## src/rtl/pio_pkg.sv

```systemverilog
// rtl/pio_pkg.sv - shared action codes, state encoding and depth for the pio configuration loader
package pio_pkg;

    localparam int NPROG = 32;

    localparam logic [3:0] ACT_NOP   = 4'd0;
    localparam logic [3:0] ACT_INSTR = 4'd1;
    localparam logic [3:0] ACT_WRAP  = 4'd2;
    localparam logic [3:0] ACT_PINS  = 4'd5;
    localparam logic [3:0] ACT_EN    = 4'd6;
    localparam logic [3:0] ACT_DIV   = 4'd7;

    typedef enum logic [2:0] {
        ST_IDLE,
        ST_FETCH,
        ST_INSTR,
        ST_WRAP,
        ST_DIV,
        ST_PINS,
        ST_EN,
        ST_FIN
    } state_t;

endpackage

```

## src/rtl/pio_cfg_loader.sv

```systemverilog
// rtl/pio_cfg_loader.sv - streams a program image and setup writes into the pio configuration port
module pio_cfg_loader
    import pio_pkg::*;
#(
    parameter int HOLD = 2
) (
    input  logic        clk,
    input  logic        reset,
    input  logic        start,
    input  logic [5:0]  plen,
    input  logic [1:0]  mindex_cfg,
    input  logic [4:0]  wrap_top,
    input  logic [23:0] div,
    input  logic [31:0] pin_grps,
    input  logic [3:0]  en_mask,
    output logic [4:0]  rom_addr,
    input  logic [15:0] rom_data,
    output logic [3:0]  action,
    output logic [4:0]  index,
    output logic [1:0]  mindex,
    output logic [31:0] din,
    output logic        busy,
    output logic        done
);

    localparam int HW = $clog2(HOLD) + 1;
    localparam logic [HW-1:0] RELOAD = HW'(HOLD - 1);

    state_t        r_state;
    logic [HW-1:0] r_hold;
    logic [4:0]    r_cnt;
    logic [4:0]    r_last;
    logic [1:0]    r_mcfg;
    logic [4:0]    r_wrap_top;
    logic [23:0]   r_div;
    logic [31:0]   r_pins;
    logic [3:0]    r_en;

    logic [4:0]    r_rom_addr;
    logic [3:0]    r_action;
    logic [4:0]    r_index;
    logic [1:0]    r_mindex;
    logic [31:0]   r_din;
    logic          r_busy;
    logic          r_done;

    logic [4:0]    w_last;
    logic [4:0]    w_wrap_idx;
    logic [1:0]    w_wrap_mi;

    // Index of the final instruction after clamping the length to the memory depth.
    assign w_last = (plen >= 6'(NPROG)) ? 5'(NPROG - 1) : (plen[4:0] - 5'd1);

    // WRAP is entered either straight from IDLE (plen=0, use live inputs) or after INSTR (latched copies).
    assign w_wrap_idx = (r_state == ST_IDLE) ? wrap_top   : r_wrap_top;
    assign w_wrap_mi  = (r_state == ST_IDLE) ? mindex_cfg : r_mcfg;

    always_ff @(posedge clk) begin
        if (!reset) begin
            r_state    <= ST_IDLE;
            r_hold     <= '0;
            r_cnt      <= '0;
            r_last     <= '0;
            r_mcfg     <= '0;
            r_wrap_top <= '0;
            r_div      <= '0;
            r_pins     <= '0;
            r_en       <= '0;
            r_rom_addr <= '0;
            r_action   <= ACT_NOP;
            r_index    <= '0;
            r_mindex   <= '0;
            r_din      <= '0;
            r_busy     <= 1'b0;
            r_done     <= 1'b0;
        end else begin
            case (r_state)
                ST_IDLE: begin
                    r_done <= 1'b0;
                    if (start) begin
                        r_mcfg     <= mindex_cfg;
                        r_wrap_top <= wrap_top;
                        r_div      <= div;
                        r_pins     <= pin_grps;
                        r_en       <= en_mask;
                        r_last     <= w_last;
                        r_cnt      <= '0;
                        r_busy     <= 1'b1;
                        if (plen == 6'd0) begin
                            r_state  <= ST_WRAP;
                            r_action <= ACT_WRAP;
                            r_index  <= w_wrap_idx;
                            r_mindex <= w_wrap_mi;
                            r_hold   <= RELOAD;
                        end else begin
                            r_state    <= ST_FETCH;
                            r_action   <= ACT_NOP;
                            r_rom_addr <= '0;
                        end
                    end
                end
                ST_FETCH: begin
                    r_state  <= ST_INSTR;
                    r_action <= ACT_INSTR;
                    r_index  <= r_cnt;
                    r_din    <= {16'h0, rom_data};
                    r_hold   <= RELOAD;
                end
                ST_INSTR: begin
                    if (r_hold != '0) begin
                        r_hold <= r_hold - 1'b1;
                    end else begin
                        r_cnt <= r_cnt + 5'd1;
                        if (r_cnt == r_last) begin
                            r_state  <= ST_WRAP;
                            r_action <= ACT_WRAP;
                            r_index  <= w_wrap_idx;
                            r_mindex <= w_wrap_mi;
                            r_hold   <= RELOAD;
                        end else begin
                            r_state    <= ST_FETCH;
                            r_action   <= ACT_NOP;
                            r_rom_addr <= r_cnt + 5'd1;
                        end
                    end
                end
                ST_WRAP: begin
                    if (r_hold != '0) begin
                        r_hold <= r_hold - 1'b1;
                    end else begin
                        r_state  <= ST_DIV;
                        r_action <= ACT_DIV;
                        r_din    <= {8'h0, r_div};
                        r_hold   <= RELOAD;
                    end
                end
                ST_DIV: begin
                    if (r_hold != '0) begin
                        r_hold <= r_hold - 1'b1;
                    end else begin
                        r_state  <= ST_PINS;
                        r_action <= ACT_PINS;
                        r_din    <= r_pins;
                        r_hold   <= RELOAD;
                    end
                end
                ST_PINS: begin
                    if (r_hold != '0) begin
                        r_hold <= r_hold - 1'b1;
                    end else begin
                        r_state  <= ST_EN;
                        r_action <= ACT_EN;
                        r_din    <= {28'h0, r_en};
                        r_hold   <= RELOAD;
                    end
                end
                ST_EN: begin
                    if (r_hold != '0) begin
                        r_hold <= r_hold - 1'b1;
                    end else begin
                        r_state  <= ST_FIN;
                        r_action <= ACT_NOP;
                        r_busy   <= 1'b0;
                        r_done   <= 1'b1;
                    end
                end
                ST_FIN: begin
                    r_state <= ST_IDLE;
                    r_done  <= 1'b0;
                end
                default: begin
                    r_state <= ST_IDLE;
                end
            endcase
        end
    end

    assign rom_addr = r_rom_addr;
    assign action   = r_action;
    assign index    = r_index;
    assign mindex   = r_mindex;
    assign din      = r_din;
    assign busy     = r_busy;
    assign done     = r_done;

endmodule

```

## config.mk

```make
export PLATFORM = sky130hd
export DESIGN_NAME = pio_cfg_loader
export DESIGN_NICKNAME = d
export VERILOG_FILES = /design/src/rtl/pio_pkg.sv /design/src/rtl/pio_cfg_loader.sv
export SDC_FILE = /design/constraint.sdc
export NUM_CORES = 1
export LEC_CHECK = 0
export BUFFER_PORTS_ARGS = -buffer_cell sky130_fd_sc_hd__clkbuf_2
export CAP_MARGIN = 25
export CORE_MARGIN = 8
export CORE_UTILIZATION = 50
export DETAILED_ROUTE_END_ITERATION = 6
export GPL_ROUTABILITY_DRIVEN = 0
export GPL_TIMING_DRIVEN = 0
export PLACE_DENSITY = 0.88
export SLEW_MARGIN = 30
export SYNTH_ARGS = -nofsm -noshare
export SYNTH_HDL_FRONTEND = slang
export SYNTH_SLANG_ARGS = --single-unit
```

## constraint.sdc

```tcl
create_clock -name clk -period 5.78 [get_ports clk]
set_clock_uncertainty 0.2 [all_clocks]
set_input_delay 1.156 -clock clk [delete_from_list [all_inputs] [get_ports clk]]
set_output_delay 1.156 -clock clk [all_outputs]
set_load 0.05 [all_outputs]
```

=== Yosys cells after proc, flatten, opt, wreduce, memory -nomap -nowiden ===
Index checks and enable logic that the tools add are counted.

* Multiplexer cells: 55
* $lt $le $gt $ge: 1
* Eq/ne operators: 20
* Reductions and logical operators: 23
* Add/subtract/negate cells: 3

{| class="wikitable"
|+ Operators with widths
! cell !! count
|-
| one-hot mux 32 bit (4 select lines) || 1
|-
| two-way mux 32 bit || 3
|-
| two-way mux 5 bit || 12
|-
| two-way mux 2 bit || 15
|-
| one-hot mux 4 bit (7 select lines) || 1
|-
| two-way mux 4 bit || 6
|-
| one-hot mux 3 bit (8 select lines) || 1
|-
| != test 2 bit (second input constant) || 10
|-
| one-hot mux 5 bit (2 select lines) || 2
|-
| AND reduction 5 bit || 4
|-
| two-way mux 3 bit || 6
|-
| one-hot mux 5 bit (3 select lines) || 1
|-
| equality test 3 bit (second input constant) || 4
|-
| one-hot mux 2 bit (5 select lines) || 1
|-
| nonzero test 2 bit || 4
|-
| AND reduction 7 bit || 1
|-
| nonzero test 7 bit || 1
|-
| equality test 3 x 2 -> 1 bit (second input constant) || 2
|-
| >= comparator 6 bit (second input constant) || 1
|-
| zero test 6 bit || 1
|-
| AND reduction 3 bit || 2
|-
| AND reduction 6 bit || 1
|-
| adder 5 x 1 -> 5 bit (second input constant) || 1
|-
| equality test 5 bit || 1
|-
| other kinds (16) || 20
|}

* Logic and storage cells: 118
* Input port bits: 92
* Output and inout port bits: 50
* Register bits after elaboration: 132

=== Logic depth before layout (Yosys ltp) ===
* Depth in word-level cells: 5
* Gate-level depth with buffers: 9
* Depth with buffers taken out: 7

=== Worst setup path before layout ===
OpenSTA, ideal clock, no wires.

* Kind: in2reg
* Start point: in plen[0]
* End point: reg r_rom_addr[4], in the netlist rom_addr[4]
* Data required time: 5.510 ns
* Path buffers: 0
* Path slack: 3.000 ns
* Arrival time: 2.510 ns
* Cell stages on the path: 7
* Library setup time: 0.070 ns
* Cells stage by stage: inv_1 > ha_1 > nor3b_2 > and3_1 > a31o_1 > or4_1 > a21oi_1

* Word-level cells in the longest chain between the ends: 3

{| class="wikitable"
|+ RTL lines
! element !! RTL line !! source
|-
| start, declared || pio_cfg_loader.sv:10 || <nowiki>input logic [5:0] plen,</nowiki>
|-
| zero test 6 bit || pio_cfg_loader.sv:89 || <nowiki>if (plen == 6'd0) begin</nowiki>
|-
| != test 2 bit (no source line) || n/a ||
|-
| AND reduction 5 bit (no source line) || n/a ||
|-
| end signal, assigned || pio_cfg_loader.sv:123 || <nowiki>r_rom_addr <= r_cnt + 5'd1;</nowiki>
|-
| end, declared || pio_cfg_loader.sv:39 || <nowiki>logic [4:0] r_rom_addr;</nowiki>
|}

No other way between the ends.
A chain may end at the register's enable or synchronous reset.

=== Worst setup path after layout ===
* Start point: in plen[0]
* End point: reg r_mindex[1], in the netlist mindex[1]

* Word-level cells in the longest chain between the ends: 3

{| class="wikitable"
|+ RTL lines
! element !! RTL line !! source
|-
| zero test 6 bit || pio_cfg_loader.sv:89 ||
|-
| != test 2 x 1 -> 1 bit (no source line) || n/a ||
|-
| AND reduction 5 bit (no source line) || n/a ||
|-
| end signal, assigned || pio_cfg_loader.sv:93 || <nowiki>r_mindex <= w_wrap_mi;</nowiki>
|-
| end signal, assigned || pio_cfg_loader.sv:118 || <nowiki>r_mindex <= w_wrap_mi;</nowiki>
|-
| end, declared || pio_cfg_loader.sv:42 || <nowiki>logic [1:0] r_mindex;</nowiki>
|}

No other way between the ends.

==> impl_metrics.csv <==
group,metric,value,unit
status,status,"complete, no violations",
worst_setup_path,cp.buffers_inverters,2,
timing,grt_setup_unrepaired,"no",
timing,setup_violations,0,
flow_run,cap_viol_max_count,0,
timing,fin_crit_sh,47.32,%
grt,antenna_found_initial,0,
place,io_buffers,139,
worst_setup_path,end_kind,"flop",
synth,synth_top_area_cell,"dfxtp_1",
timing,finalWorstSetupSlack,3045,ps
pwr,powerDensity,503.1,nW/um2
worst_setup_path,critPathTopFamily,"simple AND/OR/NAND/NOR gates",
worst_setup_path,path_cells,"clkbuf_2 -> inv_1 -> ha_1 -> nor3b_2 -> a31oi_1 -> nor3_1 -> nand3_1 -> nor3b_1",
synth,synth_area_leaders,"dfxtp_1, nand2_1, a21oi_1",
grt,grt_first_pass_wirelength,29350,um
timing,fin_crit,2735,ps
synth,yosys_warnings,0,
die,initial_core_util,50.58,%
place,dp_hpwl,13630,um
synth,synth_top_area_share,46.00,%
layout,layout-drive-gt1-share,22.54,%
cts,worst_skew_pair.late_latency,420,ps
worst_setup_path,crit_path_top_delay_cell,"nor3b_2",
drt,first_pass_iters,5,
timing,tns,0,ps
grt,grt_pass1_vias,5909,
worst_setup_path,worst_ep_arrival_time,2820,ps
worst_setup_path,path_class,"in2reg",
timing,timing.fmax,365.7,MHz
worst_setup_path,worstPathMaxFanout,6,
die,dieArea,15080,um2
cts,post_cts_buffers,0,
synth,synthesis.nets,822,
die,pin_count,142,
synth,synth_area,5702,um2
layout,layout.nets,980,
layout,area_growth,25.76,%
layout,antenna-diode-count,0,
layout,fin_util,63.61,%
grt,grt_overflow_total,0,
timing,tightestPinTransition,963.2,ps
cts,cts_max_level,4,
worst_hold_path,hold_depth,2,
cts,clkSinkCount,131,
synth,avgSynthCellArea,7.854,um2
pwr,peakVddDrop,0.3148,mV
drt,wl_per_cell,17.93,um
worst_setup_path,required,5870,ps
synth,post-synth-top-count-cell,"nand2_1",
drt,drc,0,
worst_setup_path,cp_num_cells,8,
worst_setup_path,max_stage_delay,460,ps
grt,grt_util_all_layers,24.90,%
place,post-place-ws,2636,ps
worst_setup_path,r2r_cells,7,
drt,vias,6039,
timing,slew_violations,0,
worst_setup_path,cp-start-kind,"input port",
cts,cts-resized-gates,0,
die,die_x,122.8,um
synth,synth.distinct_cells,48,
drt,via_per_inst,5.812,
synth,syn_inst,726,
die,fp.dieH,122.8,um
synth,synth-seq-cells,131,
worst_hold_path,hold_path.class,"reg2reg",
grt,grt_max_degree,17,
drt,routed_wl,18630,um
synth,ys_seq_area_share,46.00,%
die,fp-row-count,39,
die,core,11270,um2
synth,synth_edf_count,0,
cts,path_clk_slew,60,ps
cts,root_buffer,"clkbuf_16",
drt,initialDrtViolationCount,580,
layout,fillers,952,
synth,async_flop_share,0,%
pwr,leakagePower,0.003020,uW
timing,final_hold_viol_count,0,
cts,hold_buffers,0,
drt,ant_nets,0,
synth,synth_flop_cell,"dfxtp_1",
cts,cts_made_buffers,17,
timing,slew_headroom,35.40,%
synth,synth_common_cells,"nand2_1, dfxtp_1, a21oi_1",
cts,cts_tree,"yes",
cts,clk_path_buf_depth,2,
## cell type report
class	count	area, um2	share of cell area (%)
multi-input combinational	529	2799	39.03
sequential	131	2623	36.57
timing repair buffer	139	695.7	9.702
clock buffer	20	466.7	6.508
buffer	57	246.5	3.437
tap	143	178.9	2.495
clock inverter	11	127.6	1.780
inverter	9	33.78	0.4711
## metrics by stage
| step | hold WS, ps | power, uW | area, um2 | std cells |
|---|---|---|---|---|
| CTS | 251.2 | 3579 | 7171 | 1039 |
| floorplan | 231.8 | 2126 | 5702 | 726 |
| detailed placement | 244.7 | 2499 | 6576 | 1008 |
| global route | 267.0 | 3773 | 7171 | 1039 |
| finish | 249.3 | 3608 | 7171 | 1039 |
| global placement | 239.5 | 2472 | 6576 | 1008 |
## where the power goes
part	internal, uW	switching, uW	total (uW)
clock network	668	414	1080
logic	385	960	1350
registers	1080	105	1180
total	2130	1480	3610
## worst paths after layout
path         startpoint        end  slack [ps]
max             plen[0]  mindex[1]        3050
min             din[28]    din[28]         250
max reg2reg   r_hold[0]  action[1]        3310
min reg2reg     din[28]    din[28]         250
## cell families (layout without fill, tap and decap cells)
logic type,count (synthesis),in the layout,share of synthesized area [%]
other,1,1,0.06577
XOR/XNOR,11,11,1.690
adder cells (fa/ha/maj),4,4,0.8778
AO/OA/AOI/OAI,198,198,21.07
AND/OR/NAND/NOR,296,296,21.83
multiplexers,19,19,3.555
flip-flops,131,131,46.00
buffers and inverters,66,236,4.916
## placed cells by master, fill, tap and decap left out, types with 18 or more instances in the layout
cell type / instances
a21oi_1: 108
clkbuf_2: 139
dfxtp_1: 131
nand2_1: 200
mux2i_1: 18
nor2_1: 39
o21ai_0: 18
clkbuf_1: 32
## worst min-delay path, cell delays in order, from the launching register on
cell     delay [ps]
dfxtp_1         300
nand2_1          50
a21oi_1          50
## metal layers
| metal | vias up | track usage (%) | part of all wire [%] | routed length [um] |
|---|---|---|---|---|
| met4 | 0 | 12.80 | 3.6 | 666 |
| li1 | 2814 | - | - | - |
| met1 | 2763 | 30.31 | 39 | 7265 |
| met3 | 71 | 6.992 | 11 | 2049 |
| met5 | - | 0 | 0 | 0 |
| met2 | 391 | 39.52 | 46 | 8643 |
## sequential cells by signal, summed over array words and instances, names as in the netlist
register	count
action	3
r_wrap_top	5
r_state	3
r_div	24
r_last	5
din	32
rom_addr	5
r_hold	2
r_pins	32
r_mcfg	2
r_en	4
index	5
r_cnt	5
mindex	2
busy	1
done	1
No activity file was read; power rests on OpenSTA's default activity.
